**config.mk**
```make
export PLATFORM = sky130hd
export DESIGN_NAME = dmem_arbiter
export DESIGN_NICKNAME = d
export VERILOG_FILES = /design/src/rtl/dmem_arbiter_pkg.sv /design/src/rtl/dmem_rr_arb.sv /design/src/rtl/dmem_arbiter.sv
export SDC_FILE = /design/constraint.sdc
export NUM_CORES = 1
export LEC_CHECK = 0
export ABC_AREA = 1
export BUFFER_PORTS_ARGS = -buffer_cell sky130_fd_sc_hd__buf_2
export CAP_MARGIN = 10
export CORE_MARGIN = 2
export CORE_UTILIZATION = 55
export DETAILED_ROUTE_END_ITERATION = 16
export PLACE_DENSITY = 0.86
export SYNTH_ARGS = -nofsm -noshare
export SYNTH_HDL_FRONTEND = slang
export SYNTH_HIERARCHICAL = 1
export SYNTH_SLANG_ARGS = --single-unit
```
**constraint.sdc**
```tcl
create_clock -name SYS_clk -period 10.3 [get_ports SYS_clk]
set_input_delay 2.06 -clock SYS_clk [delete_from_list [all_inputs] [get_ports SYS_clk]]
set_output_delay 2.06 -clock SYS_clk [all_outputs]
set_load 0.05 [all_outputs]
```
**src/rtl/dmem_arbiter_pkg.sv**
```systemverilog
// Shared encodings and issue-stage record for the data-memory arbiter.
package dmem_arbiter_pkg;

    localparam logic [1:0] LEN_NONE = 2'b00;
    localparam logic [1:0] LEN_BYTE = 2'b01;
    localparam logic [1:0] LEN_HALF = 2'b10;
    localparam logic [1:0] LEN_WORD = 2'b11;

    localparam logic PORT_A = 1'b0;
    localparam logic PORT_B = 1'b1;

    typedef struct packed {
        logic       owner;
        logic       we;
        logic [1:0] len;
        logic       err;
    } iss_cmd_t;

    // Loads treat LEN_NONE as a word, so it shares the default.
    function automatic logic [2:0] len_bytes(input logic [1:0] len);
        case (len)
            LEN_BYTE: len_bytes = 3'd1;
            LEN_HALF: len_bytes = 3'd2;
            default:  len_bytes = 3'd4;
        endcase
    endfunction

endpackage

```
**src/rtl/dmem_rr_arb.sv**
```systemverilog
// Two-requester grant logic: round-robin or fixed A-priority.
module dmem_rr_arb #(
    parameter int FIXED_PRIO = 0
) (
    input  logic i_clk,
    input  logic i_rst,
    input  logic i_req_a,
    input  logic i_req_b,
    output logic o_gnt_a,
    output logic o_gnt_b
);

    logic r_prio_b;
    logic w_pick_b;

    // B wins alone, or on a tie when it is B's turn in round-robin mode.
    assign w_pick_b = i_req_b &
                      (~i_req_a | (r_prio_b & (FIXED_PRIO == 0)));

    assign o_gnt_a = ~i_rst & i_req_a & ~w_pick_b;
    assign o_gnt_b = ~i_rst & w_pick_b;

    always_ff @(posedge i_clk or posedge i_rst) begin
        if (i_rst) begin
            r_prio_b <= 1'b0;
        end else if (o_gnt_a) begin
            r_prio_b <= 1'b1;
        end else if (o_gnt_b) begin
            r_prio_b <= 1'b0;
        end
    end

endmodule

```
**src/rtl/dmem_arbiter.sv**
```systemverilog
// Arbitrates CPU (A) and debug/loader (B) accesses onto one data memory
// through a one-deep issue stage with registered read responses.
module dmem_arbiter
    import dmem_arbiter_pkg::*;
#(
    parameter int unsigned MEM_LAST_BYTE = 1024,
    parameter int          FIXED_PRIO    = 0
) (
    input  logic        SYS_clk,
    input  logic        SYS_reset,
    input  logic        A_req,
    input  logic        A_we,
    input  logic [1:0]  A_len,
    input  logic        A_signed,
    input  logic [31:0] A_addr,
    input  logic [31:0] A_wdata,
    output logic        A_gnt,
    output logic        A_rvalid,
    output logic [31:0] A_rdata,
    output logic        A_err,
    input  logic        B_req,
    input  logic        B_we,
    input  logic [1:0]  B_len,
    input  logic        B_signed,
    input  logic [31:0] B_addr,
    input  logic [31:0] B_wdata,
    output logic        B_gnt,
    output logic        B_rvalid,
    output logic [31:0] B_rdata,
    output logic        B_err,
    output logic [1:0]  MEM_write_length,
    output logic [1:0]  MEM_read_length,
    output logic        MEM_read_signed,
    output logic [31:0] MEM_write_address,
    output logic [31:0] MEM_write_data,
    output logic [31:0] MEM_read_address,
    input  logic [31:0] MEM_read_data
);

    logic        w_we;
    logic [1:0]  w_len;
    logic        w_sgn;
    logic [31:0] w_addr;
    logic [31:0] w_wdata;
    logic        w_acc;
    logic [32:0] w_last;
    logic        w_oob;
    logic        w_err;
    logic        w_rsp_a;
    logic        w_rsp_b;

    iss_cmd_t    r_iss;
    logic        r_iss_vld;
    logic [1:0]  r_rd_len;
    logic        r_rd_sgn;
    logic [31:0] r_rd_addr;
    logic [31:0] r_wr_addr;
    logic [31:0] r_wr_data;
    logic        r_a_rvalid;
    logic        r_a_err;
    logic [31:0] r_a_rdata;
    logic        r_b_rvalid;
    logic        r_b_err;
    logic [31:0] r_b_rdata;

    dmem_rr_arb #(
        .FIXED_PRIO(FIXED_PRIO)
    ) u_arb (
        .i_clk  (SYS_clk),
        .i_rst  (SYS_reset),
        .i_req_a(A_req),
        .i_req_b(B_req),
        .o_gnt_a(A_gnt),
        .o_gnt_b(B_gnt)
    );

    always_comb begin
        w_we    = A_we;
        w_len   = A_len;
        w_sgn   = A_signed;
        w_addr  = A_addr;
        w_wdata = A_wdata;
        if (B_gnt) begin
            w_we    = B_we;
            w_len   = B_len;
            w_sgn   = B_signed;
            w_addr  = B_addr;
            w_wdata = B_wdata;
        end
    end

    // 33-bit end address so accesses near 2^32 cannot wrap into range.
    assign w_acc  = A_gnt | B_gnt;
    assign w_last = {1'b0, w_addr} + {30'd0, len_bytes(w_len)} - 33'd1;
    assign w_oob  = w_last > 33'(MEM_LAST_BYTE);
    assign w_err  = w_oob & ~(w_we & (w_len == LEN_NONE));

    always_ff @(posedge SYS_clk or posedge SYS_reset) begin
        if (SYS_reset) begin
            r_iss_vld <= 1'b0;
            r_iss     <= '0;
            r_rd_len  <= LEN_NONE;
            r_rd_sgn  <= 1'b0;
            r_rd_addr <= '0;
            r_wr_addr <= '0;
            r_wr_data <= '0;
        end else begin
            r_iss_vld <= w_acc;
            if (w_acc) begin
                r_iss.owner <= B_gnt ? PORT_B : PORT_A;
                r_iss.we    <= w_we;
                r_iss.len   <= w_len;
                r_iss.err   <= w_err;
                if (w_we) begin
                    r_wr_addr <= w_addr;
                    r_wr_data <= w_wdata;
                end else begin
                    r_rd_len  <= (w_len == LEN_NONE) ? LEN_WORD : w_len;
                    r_rd_sgn  <= w_sgn;
                    r_rd_addr <= w_addr;
                end
            end
        end
    end

    assign MEM_write_length  = (r_iss_vld & r_iss.we & ~r_iss.err) ?
                               r_iss.len : LEN_NONE;
    assign MEM_write_address = r_wr_addr;
    assign MEM_write_data    = r_wr_data;
    assign MEM_read_length   = r_rd_len;
    assign MEM_read_signed   = r_rd_sgn;
    assign MEM_read_address  = r_rd_addr;

    assign w_rsp_a = r_iss_vld & (r_iss.owner == PORT_A);
    assign w_rsp_b = r_iss_vld & (r_iss.owner == PORT_B);

    // Stores acknowledge without touching rdata; blocked accesses clear it.
    always_ff @(posedge SYS_clk or posedge SYS_reset) begin
        if (SYS_reset) begin
            r_a_rvalid <= 1'b0;
            r_a_err    <= 1'b0;
            r_a_rdata  <= '0;
            r_b_rvalid <= 1'b0;
            r_b_err    <= 1'b0;
            r_b_rdata  <= '0;
        end else begin
            r_a_rvalid <= w_rsp_a;
            r_a_err    <= w_rsp_a & r_iss.err;
            r_b_rvalid <= w_rsp_b;
            r_b_err    <= w_rsp_b & r_iss.err;
            if (w_rsp_a) begin
                if (r_iss.err) begin
                    r_a_rdata <= '0;
                end else if (!r_iss.we) begin
                    r_a_rdata <= MEM_read_data;
                end
            end
            if (w_rsp_b) begin
                if (r_iss.err) begin
                    r_b_rdata <= '0;
                end else if (!r_iss.we) begin
                    r_b_rdata <= MEM_read_data;
                end
            end
        end
    end

    assign A_rvalid = r_a_rvalid;
    assign A_err    = r_a_err;
    assign A_rdata  = r_a_rdata;
    assign B_rvalid = r_b_rvalid;
    assign B_err    = r_b_err;
    assign B_rdata  = r_b_rdata;

endmodule

```
# [Yosys cells after proc, flatten, opt, wreduce, memory -nomap -nowiden]
# Index checks and enable logic that the tools add are counted.
[totals] ff_bits=174 elab_cells=63 out_inout_bits=171 input_bits=172
[op_classes] mux=13 addsub=2 n_eq_ne=3 reduce_logical=6 bitwise=21 order_cmp=1
[op_table] op="32-bit two-way mux" count=4
[op_table] op="32-bit by 3-bit adder with 33-bit output" count=1
[op_table] op="33-bit by 11-bit > comparator with 1-bit output (second input constant)" count=1
[op_table] op="33-bit by 1-bit subtractor with 33-bit output (second input constant)" count=1
[op_table] op="1-bit bitwise AND" count=12
[op_table] op="2-bit AND reduction" count=4
[op_table] op="1-bit NOT" count=7
[op_table] op="2-bit two-way mux" count=3
[op_table] op="3-bit one-hot mux with 2 select lines" count=1
[op_table] op="1-bit two-way mux" count=5
[op_table] op="2-bit by 1-bit == test with 1-bit output (second input constant)" count=1
[op_table] op="2-bit == test (second input constant)" count=1
[op_table] op="2-bit zero test" count=1
[op_table] op="2-bit inequality test (second input constant)" count=1
[op_table] op="1-bit OR" count=2
[op_table] op="2-bit nonzero test" count=1

# [Longest topological paths before layout]
[logic_depth] ltp_word=11 depth_mapped=34 mapped_depth_nobuf=31

# [Modules after synthesis]
# Netlist, hierarchy kept.
[modules_own_cells] mod="dmem_arbiter" n_inst=1 area_each_um2=10073.4 seq_area_each_um2=4329.2 cells_per_inst=1306
[modules_own_cells] mod="dmem_rr_arb" n_inst=1 area_each_um2=70.1 seq_area_each_um2=25.0 cells_per_inst=11

# [Worst setup path after synthesis]
# No wires, ideal clock.
[synth_path] kind="input -> register" start="in A_req" end="reg r_iss[0] (netlist name)" t_required_ns=10.179 setup_time_ns=0.121 path_stages=29 n_path_buf=3 slack_ns=4.362 arrival_ns=5.817 cell_sequence="nand2_1 nand3_2 inv_1 buf_2 inv_1 clkbuf_2 buf_2 or2_2 o21ai_0 inv_1 ha_1 inv_1 ha_1 inv_1 ha_1 inv_1 fa_1 inv_1 nand3_1 nand2_1 nand3_1 nand3_1 nand2_1 nand3_1 nand4_2 nor2_2 nand3_1 o21bai_1 nand2_1"
[synth_via] elab_chain_len=11 word_cells_on_any_way=21 cone_classes="2 x add/sub; 1 x order compare; 2 x eq/ne; 4 x mux; 11 x bitwise; 1 x reduce/logical"
[synth_rtl] item="start, declared" line_no="dmem_arbiter.sv:11" rtl="input logic A_req,"
[synth_rtl] item="1-bit NOT *" line_no="dmem_rr_arb.sv:18" rtl="(~i_req_a | (r_prio_b & (FIXED_PRIO == 0)));"
[synth_rtl] item="1-bit OR *" line_no="dmem_rr_arb.sv:18"
[synth_rtl] item="1-bit bitwise AND *" line_no="dmem_rr_arb.sv:17" rtl="assign w_pick_b = i_req_b &"
[synth_rtl] item="1-bit bitwise AND *" line_no="dmem_rr_arb.sv:21" rtl="assign o_gnt_b = ~i_rst & w_pick_b;"
[synth_rtl] item="via B_gnt" line_no="dmem_arbiter.sv:27" rtl="output logic B_gnt,"
[synth_rtl] item="2-bit two-way mux *" line_no="dmem_arbiter.sv:83" rtl="if (B_gnt) begin"
[synth_rtl] item="via w_len[1]" line_no="dmem_arbiter.sv:41" rtl="logic [1:0] w_len;"
[synth_rtl] item="2-bit == test / 2-bit by 1-bit == test with 1-bit output (equally long branches)" line_no="dmem_arbiter_pkg.sv:21" rtl="case (len)"
[synth_rtl] item="3-bit one-hot mux with 2 select lines" line_no="dmem_arbiter_pkg.sv:21"
[synth_rtl] item="32-bit by 3-bit adder with 33-bit output" line_no="dmem_arbiter.sv:94" rtl="assign w_last = {1'b0, w_addr} + {30'd0, len_bytes(w_len)} - 33'd1;"
[synth_rtl] item="33-bit by 1-bit subtractor with 33-bit output" line_no="dmem_arbiter.sv:94"
[synth_rtl] item="33-bit by 11-bit > comparator with 1-bit output" line_no="dmem_arbiter.sv:95" rtl="assign w_oob = w_last > 33'(MEM_LAST_BYTE);"
[synth_rtl] item="1-bit bitwise AND *" line_no="dmem_arbiter.sv:96" rtl="assign w_err = w_oob & ~(w_we & (w_len == LEN_NONE));"
[synth_rtl] item="end, declared" line_no="dmem_arbiter.sv:52" rtl="iss_cmd_t r_iss;"
# Mark *: on every way through the listed nets, which the timed path passes. The rest lies on a longest branch.
# A chain may end at the register's enable or synchronous reset.

# [Final worst setup path]
[layout_path] start="in SYS_reset" end="reg r_iss[0] (netlist name)"
[layout_via] elab_chain_len=9 word_cells_on_any_way=18 cone_classes="2 x add/sub; 1 x order compare; 2 x eq/ne; 4 x mux; 8 x bitwise; 1 x reduce/logical"
[layout_rtl] item="start, declared" line_no="dmem_arbiter.sv:10" rtl="input logic SYS_reset,"
[layout_rtl] item="1-bit NOT *" line_no="dmem_rr_arb.sv:21"
[layout_rtl] item="1-bit bitwise AND *" line_no="dmem_rr_arb.sv:21"
[layout_rtl] item="2-bit two-way mux *" line_no="dmem_arbiter.sv:83"
[layout_rtl] item="via w_len[1]" line_no="dmem_arbiter.sv:41"
[layout_rtl] item="2-bit == test / 2-bit by 1-bit == test with 1-bit output (equally long branches)" line_no="dmem_arbiter_pkg.sv:21"
[layout_rtl] item="3-bit one-hot mux with 2 select lines" line_no="dmem_arbiter_pkg.sv:21"
[layout_rtl] item="32-bit by 3-bit adder with 33-bit output" line_no="dmem_arbiter.sv:94"
[layout_rtl] item="33-bit by 1-bit subtractor with 33-bit output" line_no="dmem_arbiter.sv:94"
[layout_rtl] item="33-bit by 11-bit > comparator with 1-bit output" line_no="dmem_arbiter.sv:95"
[layout_rtl] item="1-bit bitwise AND *" line_no="dmem_arbiter.sv:96"
# Marks and branches as above.

==> results.cfg <==
[routing]
vias_per_cell = 5.24
wl_per_cell_microns = 16.0
ant_nets = 0
vias = 9865
drc = 0
wl_microns = 30100
dr.pass1.iters = 7
drt_iter0_markers = 679

[synth]
synth-simple-area-share_pct = 26.2
synth-seq-area-share_pct = 42.9
syn_area_sq_um = 10100
synth_xor_xnor_area_share_pct = 0.259
synth_fa_ha_area_share_pct = 5.01
syn_avg_cell_area_sq_um = 7.70
synth-main-ff-cell = dfrtp_1
synth_nets = 1529
synth-seq-cells = 174
yosys_warnings = 6
synth_cells = 1317
synth_compound_area_share_pct = 8.81
async_reset_ff_share_pct = 100
synthMuxAreaShare_pct = 7.30
synth_top_family_by_area = simple AND/OR/NAND/NOR gates
synth_edf_count = 0
yosys.cell_types.count = 37

[worst_setup_path]
cp_data_required_time_ps = 10610
r2r-end = r_iss[0]$_DFFE_PP0N_
cp-end-kind = flop
max_stage_delay_ps = 610
r2r_slack_ps = 5910
cp-start-kind = input port
reg2reg_from = u_arb/r_prio_b$_DFFE_PP0P_
path_max_fanout = 70
arrival_ps = 6100
slowest_stage = buf_4
worst-path-buf-inv = 9
crit_family = buffers and inverters
reg2reg_depth = 26
worstSetupPathType = in -> reg

[layout]
mostFrequentLayoutCells = nand2_1 (372), buf_2 (342), inv_1 (184), dfrtp_1 (174), nor2_1 (113)
drive_above_1_share_pct = 32.3
layout-area-overhead-vs-synth_pct = 24.2
fillCellCount = 1454
fin_util_pct = 69.9
design_area_sq_um = 12600
nets = 1850
layout_commonest_cell = nand2_1

[sta]
fin_tns_setup_ps = 0
setup_slack_ps = 4510
finalCritPeriodShare_pct = 56.2
hold_viol_final = 0
rsz0062_at_grt = false
finClkSkew_ps = 10.8
relSlewSlack_pct = 32.5
holdWs_ps = 477
layout_min_cycle_time_ps = 5790
setup_viol = 0
drv_slew = 0
max_freq_ghz = 0.173
tightestPinTransition_ps = 1010

[floorplan]
dieWidth_microns = 140
dieArea_sq_um = 19500
initial_core_util_pct = 56.3
io_pins = 343
rows = 49
core_sq_um = 18000
fp.dieH_microns = 140

[power_and_ir_drop]
p_per_area_nw_per_um2 = 259
leakagePower_uw = 0.00717
peakVddDrop_mv = 0.214

[clock_tree]
cts.sinks = 174
h-tree-depth = 4
cts_root_buffer = clkbuf_16
post_cts_resized = 0
cts_hold_buf = 0
cts-buffers-inserted = 17
cts_setup_buffers = 0
clock_latency_ps = 430
tritoncts = done
clk_pin_slew_ps = 70
cts_buffer_depth = 2

[global_routing]
grt_pass1_vias = 9670
grt_max_degree = 106
antenna_found_initial = 2
grt_pass1_wl_microns = 47800
track_usage_pct = 30.2
grt_overflow = 0

[placed_design]
io_buffers = 342
placed_cell_area_sq_um = 12000
gp_congestion = 0.908
hpwlAfterDp_microns = 22900
pre_cts_slack_ps = 4120

[status]
outcome = complete, no violations

[hold_path]
whs_endpoint = MEM_write_address[15]$_DFFE_PP0P_
hp-class = reg -> reg
hold_start = MEM_write_address[15]$_DFFE_PP0P_
min_path_cells = 2

[job]
maxCapViolCount = 0
## worst register-to-register path: stages (launching register included)
cell	delay, ps
dfrtp_1	330
inv_1	50
nand2_1	90
nand3_2	80
inv_2	70
buf_4	610
o21ai_0	420
inv_1	170
ha_1	160
inv_1	50
ha_1	270
inv_1	60
ha_1	230
inv_1	80
fa_1	410
inv_1	140
nand3_1	110
nand2_1	100
nand3_1	90
nand3_1	120
nand2_1	80
nand3_1	100
nand4_2	110
nor2_2	110
nand3_1	70
o21bai_1	130
nand2_1	60
## cell usage after synthesis, types with 2 or more instances
master	count	area, sq um
nand2_2	21	131
a31oi_1	32	200
nor2_2	9	56.3
nand3b_1	9	67.6
o21ai_1	5	25.0
and3_1	2	12.5
a21oi_1	25	125
nand2_1	372	1400
or2_2	32	200
ha_1	39	488
buf_1	6	22.5
inv_1	188	706
nor3_1	6	30.0
inv_2	9	33.8
clkbuf_1	18	67.6
xor2_1	3	26.3
buf_2	20	100
nand4_1	9	56.3
nor3_2	2	20.0
o21ai_0	104	521
nand3_2	6	60.1
nor2_1	115	432
mux2_2	64	721
o21bai_1	2	15.0
nand3_1	31	155
clkinv_1	3	11.3
mux2i_1	2	20.0
dfrtp_1	174	4350
## area by class of cell
cell class              count  area [sq um]  share of cell area (%)
repair buffers            349          1760                    14.0
multi-input cells         896          4840                    38.4
clock inverters            13           140                    1.11
diodes                      3          7.51                  0.0596
well taps                 229           287                    2.27
flip-flops and latches    174          4350                    34.6
inverters                 200           756                    6.00
clock buffers              19           453                    3.60
## cell families after synthesis
group	count (synthesis)
compound gates	169
xor+xnor	3
fa+ha+maj	40
buf+inv	247
flops	174
mux	66
simple gates	618
## sequential cells by signal, summed over array words and instances, names as in the netlist
register           flops
MEM_write_data        32
MEM_read_address      32
A_err                  1
MEM_write_address     32
B_rvalid               1
r_iss                  5
A_rdata               32
u_arb/r_prio_b         1
B_err                  1
B_rdata               32
MEM_read_signed        1
r_iss_vld              1
A_rvalid               1
MEM_read_length        2
## layer usage
metal,GRT usage (%),up-vias,part of all wire (%)
met5,0,-,0
met4,12.6,0,3.7
met3,5.78,77,6.1
met2,51.7,367,50
met1,37.6,4629,41
li1,-,4792,-
## how the worst max path moves through the flow
stage                            to  cells past startpoint  startpoint  slack, ps
2_1_floorplan       A_err$_DFF_PP0_                      1   SYS_reset       3550
3_3_place_gp   r_iss[0]$_DFFE_PP0N_                     26   SYS_reset       4360
3_5_place_dp   r_iss[0]$_DFFE_PP0N_                     26   SYS_reset       4120
4_1_cts        r_iss[0]$_DFFE_PP0N_                     26   SYS_reset       4550
5_1_grt        r_iss[0]$_DFFE_PP0N_                     30   SYS_reset       4060
6_report       r_iss[0]$_DFFE_PP0N_                     26   SYS_reset       4510
## power breakdown
group	total (uW)	leakage, uW	switching [uW]	internal, uW
sequential	994	0.00215	105	890
clock	645	0.000290	307	337
combinational	1630	0.00472	1220	403
total	3270	0.00717	1640	1630
## per-stage QoR
| stage | power, uW | cells |
|---|---|---|
| 3_3_place_gp | 2590 | 1848 |
| 4_1_cts | 3280 | 1880 |
| 3_5_place_dp | 2630 | 1848 |
| 6_report | 3270 | 1883 |
| 2_1_floorplan | 2210 | 1317 |
| 5_1_grt | 3430 | 1881 |
(Power assumes the default switching activity.)
